`config.mk`:
```
export PLATFORM = sky130hd
export DESIGN_NAME = load_store_queue
export DESIGN_NICKNAME = d
export VERILOG_FILES = /design/src/rtl/load_store_queue.sv
export SDC_FILE = /design/constraint.sdc
export NUM_CORES = 1
export LEC_CHECK = 0
export ABC_AREA = 1
export CAP_MARGIN = 20
export CORE_ASPECT_RATIO = 0.5
export CORE_UTILIZATION = 58
export CTS_CLUSTER_DIAMETER = 120
export DETAILED_ROUTE_END_ITERATION = 10
export PLACE_DENSITY = 0.81
export SLEW_MARGIN = 20
export SYNTH_ARGS = -nofsm -noshare
export SYNTH_HDL_FRONTEND = slang
export SYNTH_SLANG_ARGS = --single-unit
```
`constraint.sdc`:
```
create_clock -name clk -period 3 [get_ports clk]
set_clock_uncertainty 0.2 [all_clocks]
set_input_delay 0.3 -clock clk [delete_from_list [all_inputs] [get_ports clk]]
set_output_delay 0.3 -clock clk [all_outputs]
set_load 0.02 [all_outputs]
```
`src/rtl/load_store_queue.sv`:
```
// load_store_queue: in-order load/store buffer between issue and the memory unit.
// Entries wait for base/store-data operands by snooping the CDB. The oldest entry
// is presented to the memory unit once its operands are resolved.
// Optional build macro LSQ_STATS_EN adds issue/stall counters (stat_issued, stat_stall).
module load_store_queue #(
  parameter int unsigned DEPTH = 4,
  parameter int unsigned LW    = 4,
  parameter int unsigned DW    = 32
) (
  input  logic                         clk,
  input  logic                         rst_n,
  input  logic                         disp_valid,
  output logic                         disp_ready,
  input  logic                         disp_op,
  input  logic [LW-1:0]                disp_label,
  input  logic [LW-1:0]                disp_qj,
  input  logic [DW-1:0]                disp_vj,
  input  logic [DW-1:0]                disp_a,
  input  logic [LW-1:0]                disp_qk,
  input  logic [DW-1:0]                disp_vk,
  input  logic                         cdb_valid,
  input  logic [LW-1:0]                cdb_label,
  input  logic [DW-1:0]                cdb_data,
  output logic                         mem_wen,
  output logic                         mem_op,
  output logic [DW-1:0]                mem_base,
  output logic [DW-1:0]                mem_offset,
  output logic [DW-1:0]                mem_wdata,
  output logic [LW-1:0]                mem_label,
  input  logic                         mem_available,
`ifdef LSQ_STATS_EN
  output logic [15:0]                  stat_issued,
  output logic [15:0]                  stat_stall,
`endif
  output logic [$clog2(DEPTH+1)-1:0]   count
);

  localparam int unsigned PW = (DEPTH > 1) ? $clog2(DEPTH) : 1;
  localparam int unsigned CW = $clog2(DEPTH + 1);

  // Entry storage
  logic          r_valid [DEPTH];
  logic          r_op    [DEPTH];
  logic [LW-1:0] r_label [DEPTH];
  logic [LW-1:0] r_qj    [DEPTH];
  logic [DW-1:0] r_vj    [DEPTH];
  logic [DW-1:0] r_a     [DEPTH];
  logic [LW-1:0] r_qk    [DEPTH];
  logic [DW-1:0] r_vk    [DEPTH];

  logic [PW-1:0] r_head;
  logic [PW-1:0] r_tail;
  logic [CW-1:0] r_count;

  logic          w_disp_fire;
  logic          w_cdb_hit;
  logic          w_head_ready;
  logic          w_issue;
  logic [LW-1:0] w_new_qj;
  logic [DW-1:0] w_new_vj;
  logic [LW-1:0] w_new_qk;
  logic [DW-1:0] w_new_vk;

  // Pointers wrap explicitly so non-power-of-two depths work.
  function automatic logic [PW-1:0] ptr_inc(input logic [PW-1:0] p);
    return (p == PW'(DEPTH - 1)) ? '0 : p + 1'b1;
  endfunction

  assign disp_ready   = (r_count != CW'(DEPTH));
  assign w_disp_fire  = disp_valid && disp_ready;
  assign w_cdb_hit    = cdb_valid && (cdb_label != '0);
  assign w_head_ready = r_valid[r_head] && (r_qj[r_head] == '0) &&
                        (r_op[r_head] || (r_qk[r_head] == '0));
  assign mem_wen      = (r_count != '0) && w_head_ready;
  assign w_issue      = mem_wen && mem_available;
  assign count        = r_count;

  // Operand capture for the incoming entry, including same-cycle CDB bypass
  always_comb begin
    w_new_qj = disp_qj;
    w_new_vj = disp_vj;
    w_new_qk = disp_op ? '0 : disp_qk;
    w_new_vk = disp_vk;
    if (w_cdb_hit && (disp_qj == cdb_label)) begin
      w_new_qj = '0;
      w_new_vj = cdb_data;
    end
    if (w_cdb_hit && !disp_op && (disp_qk == cdb_label)) begin
      w_new_qk = '0;
      w_new_vk = cdb_data;
    end
  end

  // Head entry drives the memory request; data outputs are zero when idle
  always_comb begin
    mem_op     = 1'b0;
    mem_base   = '0;
    mem_offset = '0;
    mem_wdata  = '0;
    mem_label  = '0;
    if (mem_wen) begin
      mem_op     = r_op[r_head];
      mem_base   = r_vj[r_head];
      mem_offset = r_a[r_head];
      mem_wdata  = r_vk[r_head];
      mem_label  = r_label[r_head];
    end
  end

  // Entry array: CDB snoop, pop on issue, push on dispatch
  always_ff @(posedge clk or negedge rst_n) begin
    if (!rst_n) begin
      for (int i = 0; i < DEPTH; i++) begin
        r_valid[i] <= 1'b0;
        r_op[i]    <= 1'b0;
        r_label[i] <= '0;
        r_qj[i]    <= '0;
        r_vj[i]    <= '0;
        r_a[i]     <= '0;
        r_qk[i]    <= '0;
        r_vk[i]    <= '0;
      end
    end else begin
      for (int i = 0; i < DEPTH; i++) begin
        if (w_cdb_hit && r_valid[i]) begin
          if (r_qj[i] == cdb_label) begin
            r_qj[i] <= '0;
            r_vj[i] <= cdb_data;
          end
          if (r_qk[i] == cdb_label) begin
            r_qk[i] <= '0;
            r_vk[i] <= cdb_data;
          end
        end
      end
      // Head and tail only coincide when empty (no issue) or full (no dispatch).
      if (w_issue) begin
        r_valid[r_head] <= 1'b0;
      end
      if (w_disp_fire) begin
        r_valid[r_tail] <= 1'b1;
        r_op[r_tail]    <= disp_op;
        r_label[r_tail] <= disp_label;
        r_qj[r_tail]    <= w_new_qj;
        r_vj[r_tail]    <= w_new_vj;
        r_a[r_tail]     <= disp_a;
        r_qk[r_tail]    <= w_new_qk;
        r_vk[r_tail]    <= w_new_vk;
      end
    end
  end

  // Head/tail pointers and occupancy
  always_ff @(posedge clk or negedge rst_n) begin
    if (!rst_n) begin
      r_head  <= '0;
      r_tail  <= '0;
      r_count <= '0;
    end else begin
      if (w_issue) begin
        r_head <= ptr_inc(r_head);
      end
      if (w_disp_fire) begin
        r_tail <= ptr_inc(r_tail);
      end
      case ({w_disp_fire, w_issue})
        2'b10:   r_count <= r_count + 1'b1;
        2'b01:   r_count <= r_count - 1'b1;
        default: r_count <= r_count;
      endcase
    end
  end

`ifdef LSQ_STATS_EN
  logic [15:0] r_stat_issued;
  logic [15:0] r_stat_stall;

  // Free-running wrap-around counters of issues and memory back-pressure cycles
  always_ff @(posedge clk or negedge rst_n) begin
    if (!rst_n) begin
      r_stat_issued <= '0;
      r_stat_stall  <= '0;
    end else begin
      if (w_issue) begin
        r_stat_issued <= r_stat_issued + 16'd1;
      end
      if (mem_wen && !mem_available) begin
        r_stat_stall <= r_stat_stall + 16'd1;
      end
    end
  end

  assign stat_issued = r_stat_issued;
  assign stat_stall  = r_stat_stall;
`endif

endmodule

```
After elaboration in Yosys (flattened, before gate mapping)

Index checks and enable logic that the tools add are counted.

Register bits after elaboration: 447
Output and inout bits: 106
Word-level logic and storage cells: 175

$add $sub $neg: 4
$lt $le $gt $ge: 4
Equal/unequal tests: 15
Mux-type cells: 90
Bitwise logic cells: 5
Reductions and logical operators: 22

Operators with widths:

| cell                                                                 | number |
|---|---|
| 32-bit two-way mux                                                   | 28 |
| 128-bit bitwise mux                                                  | 3 |
| 128-bit two-way mux                                                  | 2 |
| 32-bit binary-select mux with 2-bit select                           | 3 |
| 4-bit two-way mux                                                    | 29 |
| 32-bit demux with 2-bit select                                       | 1 |
| 16-bit bitwise mux                                                   | 3 |
| 4-bit == test                                                        | 10 |
| 16-bit two-way mux                                                   | 2 |
| 4-bit binary-select mux with 2-bit select                            | 3 |
| 1-bit logical AND                                                    | 15 |
| 4-bit demux with 2-bit select                                        | 1 |
| 4-bit logical NOT                                                    | 2 |
| 1-bit two-way mux                                                    | 7 |
| 2-bit == test, second input constant                                 | 3 |
| 3-bit >= comparator, second input constant                           | 2 |
| 3-bit by 1-bit < comparator with 1-bit output, second input constant | 2 |
| 2-bit NOT with 3-bit output                                          | 2 |
| 3-bit case mux with 2 select lines                                   | 1 |
| 2-bit by 1-bit adder with 2-bit output, second input constant        | 2 |
| 4-bit AND                                                            | 1 |
| 1-bit binary-select mux with 2-bit select                            | 2 |
| 4-bit bitwise mux                                                    | 1 |
| 1-bit demux with 2-bit select                                        | 2 |
| 12 further kinds                                                     | 13 |

Logic depth before layout (Yosys ltp)

Word-level depth: 12
Gate-level depth with buffers: 16
Mapped depth without buffers: 16

Least setup slack after synthesis

Ideal clock, no wire load.

Path type: reg-to-output
Start: reg r_head[0]
End: out mem_base[0]
Data arrival time: 2.070 ns
Slack: 0.430 ns
Stages on the path, launching flop included: 13
Path buffers: 3
Path through: dfrtp_1 buf_2 inv_2 or2_2 nor2_1 nand2_1 nand2_1 nor2_1 nor2_2 inv_1 buf_2 buf_2 a21oi_1

Cells in the longest elaborated chain, start to end: 9
Elaborated cells on any way between the ends: 23

Ends and longest elaborated chain:

| element                                                      | RTL line | source |
|---|---|---|
| start: declaration                                           | 51       | `logic [PW-1:0] r_head;` |
| start signal: assignment                                     | 161      | `r_head <= ptr_inc(r_head);` |
| 2-bit NOT with 3-bit output (not written as such) *          | 72, 73   |  |
| 4-bit binary-select mux with 2-bit select (on tied branches) | 72, 73   |  |
| 4-bit two-way mux (on tied branches) (2 in series)           | 72, 73   |  |
| 4-bit logical NOT (on tied branches)                         | 72, 73   |  |
| 1-bit logical AND or 1-bit logical OR (tied branches)        | 72, 73   |  |
| 1-bit logical AND *                                          | 72       | `assign w_head_ready = r_valid[r_head] && (r_qj[r_head] == '0) &&` |
| 1-bit logical AND *                                          | 74       | `assign mem_wen = (r_count != '0) && w_head_ready;` |
| net mem_wen                                                  | 24       | `output logic mem_wen,` |
| 32-bit two-way mux *                                         | 101      | `if (mem_wen) begin` |
| end: declaration                                             | 26       | `output logic [DW-1:0] mem_base,` |

Mark *: on every way through the listed nets, which the timed path passes. The rest lies on a longest branch. The select of a mux whose other input is x is not followed.

Worst setup path after layout

Start: reg r_head[0]
End: out mem_base[12]

Cells in the longest elaborated chain, start to end: 9
Elaborated cells on any way between the ends: 23

Ends and longest elaborated chain:

| element                                                      | RTL line |
|---|---|
| 2-bit NOT with 3-bit output (not written as such) *          | 72, 73, 103 |
| 4-bit binary-select mux with 2-bit select (on tied branches) | 72, 73 |
| 4-bit two-way mux (on tied branches) (2 in series)           | 72, 73 |
| 4-bit logical NOT (on tied branches)                         | 72, 73 |
| 1-bit logical AND or 1-bit logical OR (tied branches)        | 72, 73 |
| 1-bit logical AND                                            | 72 |
| 1-bit logical AND                                            | 74 |
| 32-bit two-way mux *                                         | 101 |

Mark *: on every way between the ends. The rest lies on a longest branch, timed or not. The select of a mux whose other input is x is not followed.

==> flow_metrics.env <==
export IMPL_io_buffers=255
export IMPL_max_slew_margin_rel=0.461
export IMPL_synthDistinctLibCells=27
export IMPL_ys_flop_type="dfrtp_1"
export IMPL_synth_area_leaders="dfrtp_1, o21ai_0, nand2_1"
export IMPL_fin_cells=4062
export IMPL_rsz0062_at_grt="yes"
export IMPL_dp_hpwl_um=45400
export IMPL_placementRows=52
export IMPL_core_area_um2=41100
export IMPL_synth_seq_cells=447
export IMPL_r2r_start="r_head[0]"
export IMPL_finalMaxSlewViolations=0
export IMPL_antenna_found_initial=3
export IMPL_worst_setup_path_type="reg -> out"
export IMPL_fin_setup_tns_ns=0
export IMPL_path_max_fanout=6
export IMPL_grt_first_pass_wirelength_um=121000
export IMPL_wirelength_um=77500
export IMPL_cts_buffer_depth=3
export IMPL_wl_per_cell_um=19.1
export IMPL_drt_vias_per_instance=5.92
export IMPL_grt_pass1_vias=23400
export IMPL_cts_root_buffer="clkbuf_16"
export IMPL_grt_max_degree=133
export IMPL_synth_nets=3462
export IMPL_yosysWarnings=0
export IMPL_drt_iter0_markers=3088
export IMPL_ys_top_cells_by_count="o21ai_0, nand2_1, dfrtp_1"
export IMPL_overflow=0
export IMPL_die_h_um=148
export IMPL_dr_total_vias=24000
export IMPL_htreeDepth=2
export IMPL_syn_avg_cell_area_um2=7.44
export IMPL_tightest_slew_ns=0.809
export IMPL_max_freq_mhz=336
export IMPL_syn_inst=3303
export IMPL_post_route_drc_count=0
export IMPL_cp_end_kind="output port"
export IMPL_synth_top_area_cell="dfrtp_1"
export IMPL_grtUsageTotal=0.350
export IMPL_hold_path_class="in -> async"
export IMPL_gp_congestion=0.886
export IMPL_drive_above_1_share=0.0951
export IMPL_die_w_um=293
export IMPL_postRouteAntennaNets=0
export IMPL_period_share=0.993
export IMPL_cts_tree="built"
export IMPL_cp_data_arrival_time_ns=2.48
export IMPL_clkLatencyLatePin_ns=0.56
export IMPL_netlist_area_um2=24600
export IMPL_cts_sink_count=447
export IMPL_fill_cells=3212
export IMPL_status="finished clean"
export IMPL_die_area_um2=43300
export IMPL_synthToLayoutAreaGrowth_pct=20.4
export IMPL_numCtsBuffers=42
export IMPL_ys_seq_area_frac=0.455
export IMPL_start_util=0.598
export IMPL_pin_count=256
export IMPL_nets=3617
export IMPL_finalHoldViolCount=0
export IMPL_min_period_ns=2.98
export IMPL_synth_top_area_frac=0.455
export IMPL_leakagePower_nw=14.3
export IMPL_drt_pre_antenna_iters=7
export IMPL_crit_start="r_head[0]"
export IMPL_clkTransAtPathRegs_ns=0.07
export IMPL_crit_required_ns=2.50
export IMPL_setup_viol=0
export IMPL_peakVddDrop_mv=0.830
export IMPL_startpoint_type="flop"
export IMPL_post_synth_top_count_cell="o21ai_0"
export IMPL_p_per_area_nw_per_um2=1130
export IMPL_drv_cap=0
export IMPL_dpl_cell_count=3964
export IMPL_synth_edff_count=0
export IMPL_async_reset_ff_frac=1.00
-- kinds of logic (layout without fill, tap and decap cells) --
logic type | count (synthesis) | count (layout) | share of synthesized area
AOI/OAI and AO/OA | 910 | 910 | 0.186
muxes | 128 | 128 | 0.0521
other | 0 | 3 | 0
and+or+nand+nor | 1185 | 1185 | 0.194
xor gates and xnor gates | 35 | 35 | 0.0125
buffers and inverters | 589 | 778 | 0.0953
DFF | 447 | 447 | 0.455
adders and majority gates | 9 | 9 | 0.00489
-- layout by cell type, fill, tap and decap left out, types with 38 or more instances in the layout --
cell type	netlist	routed
o21ai_0	743	743
inv_1	351	348
nand2_1	518	513
mux2i_1	128	128
nand3_1	204	201
clkbuf_16	0	49
buf_12	0	38
dfrtp_1	447	445
clkdlybuf4s50_1	0	152
buf_4	13	68
nor2_1	441	438
o21ai_1	59	59
buf_2	48	53
a21oi_1	107	64
-- registers in the layout, summed over array words and instances, names as in the netlist --
name	cells
count	3
r_a	128
r_head	2
r_label	16
r_op	4
r_qj	16
r_qk	16
r_tail	2
r_valid	4
r_vj	128
r_vk	128
-- power breakdown --
group	internal, mW	switching [mW]	total (mW)
logic	6.44	10.9	17.3
registers	8.98	1.63	10.6
clock network	3.23	2.42	5.65
total	18.6	15.0	33.6
-- final timing paths --
path	endpoint	slack, ns	cells past startpoint
setup reg to reg	count[1]	0.45	13
hold reg to reg	r_a[23]	0.28	2
max in group asynchronous	r_vk[80]	1.64	3
hold / removal	r_a[81]	0.13	2
setup / recovery	mem_base[12]	0.02	12
min in group clk	r_a[105]	0.16	3
-- routing by layer --
layer,up-vias,part of all wire,global-route usage
met3,253,0.098,0.0550
met1,11400,0.39,0.457
met2,1369,0.47,0.579
met5,-,0,0
li1,11000,-,-
met4,0,0.045,0.163
-- layout make-up --
type	instances	area (um2)	area share
multi-input combinational	2267	11400	0.384
sequential	447	11200	0.378
timing repair buffer	341	3550	0.120
inverter	359	1370	0.0461
clock buffer	64	1250	0.0421
tap	567	709	0.0240
clock inverter	14	173	0.00583
antenna	3	7.51	0.000254
-- through the flow --
| stage | util | total power, mW | setup slack [ns] | hold slack [ns] | area [um2] |
|---|---|---|---|---|---|
| floorplan | - | 20.7 | 0.430 | -0.196 | 24600 |
| global placement | 0.678 | 25.8 | 0.111 | 0.159 | 27900 |
| detailed placement | 0.678 | 26.4 | 0.0705 | 0.166 | 27900 |
| CTS | 0.710 | 32.2 | -0.101 | 0.155 | 29200 |
| global route | 0.720 | 35.8 | -0.0406 | 0.174 | 29600 |
| finish | 0.720 | 33.6 | 0.0214 | 0.128 | 29600 |
-- critical path, stage by stage, from the launching register on --
cell and delay [ns]:
dfrtp_4 0.45, inv_4 0.05, or2_2 0.27, nor2_1 0.09, nand2_1 0.08, nand2_1 0.08
nor2_2 0.05, nor2_4 0.15, inv_8 0.10, buf_12 0.16, clkbuf_16 0.17, a21oi_2 0.11
buf_4 0.15
-- what timing repair did --
item                                   4_1_cts  5_1_grt
gates cloned                                 3        5
resized for setup                          448      100
pin swaps                                    0        7
hold buffers                                 1        0
buffers inserted                             3        5
setup endpoints to repair                  102      101
endpoints found under the hold margin       72        0
(Power assumes the default switching activity.)
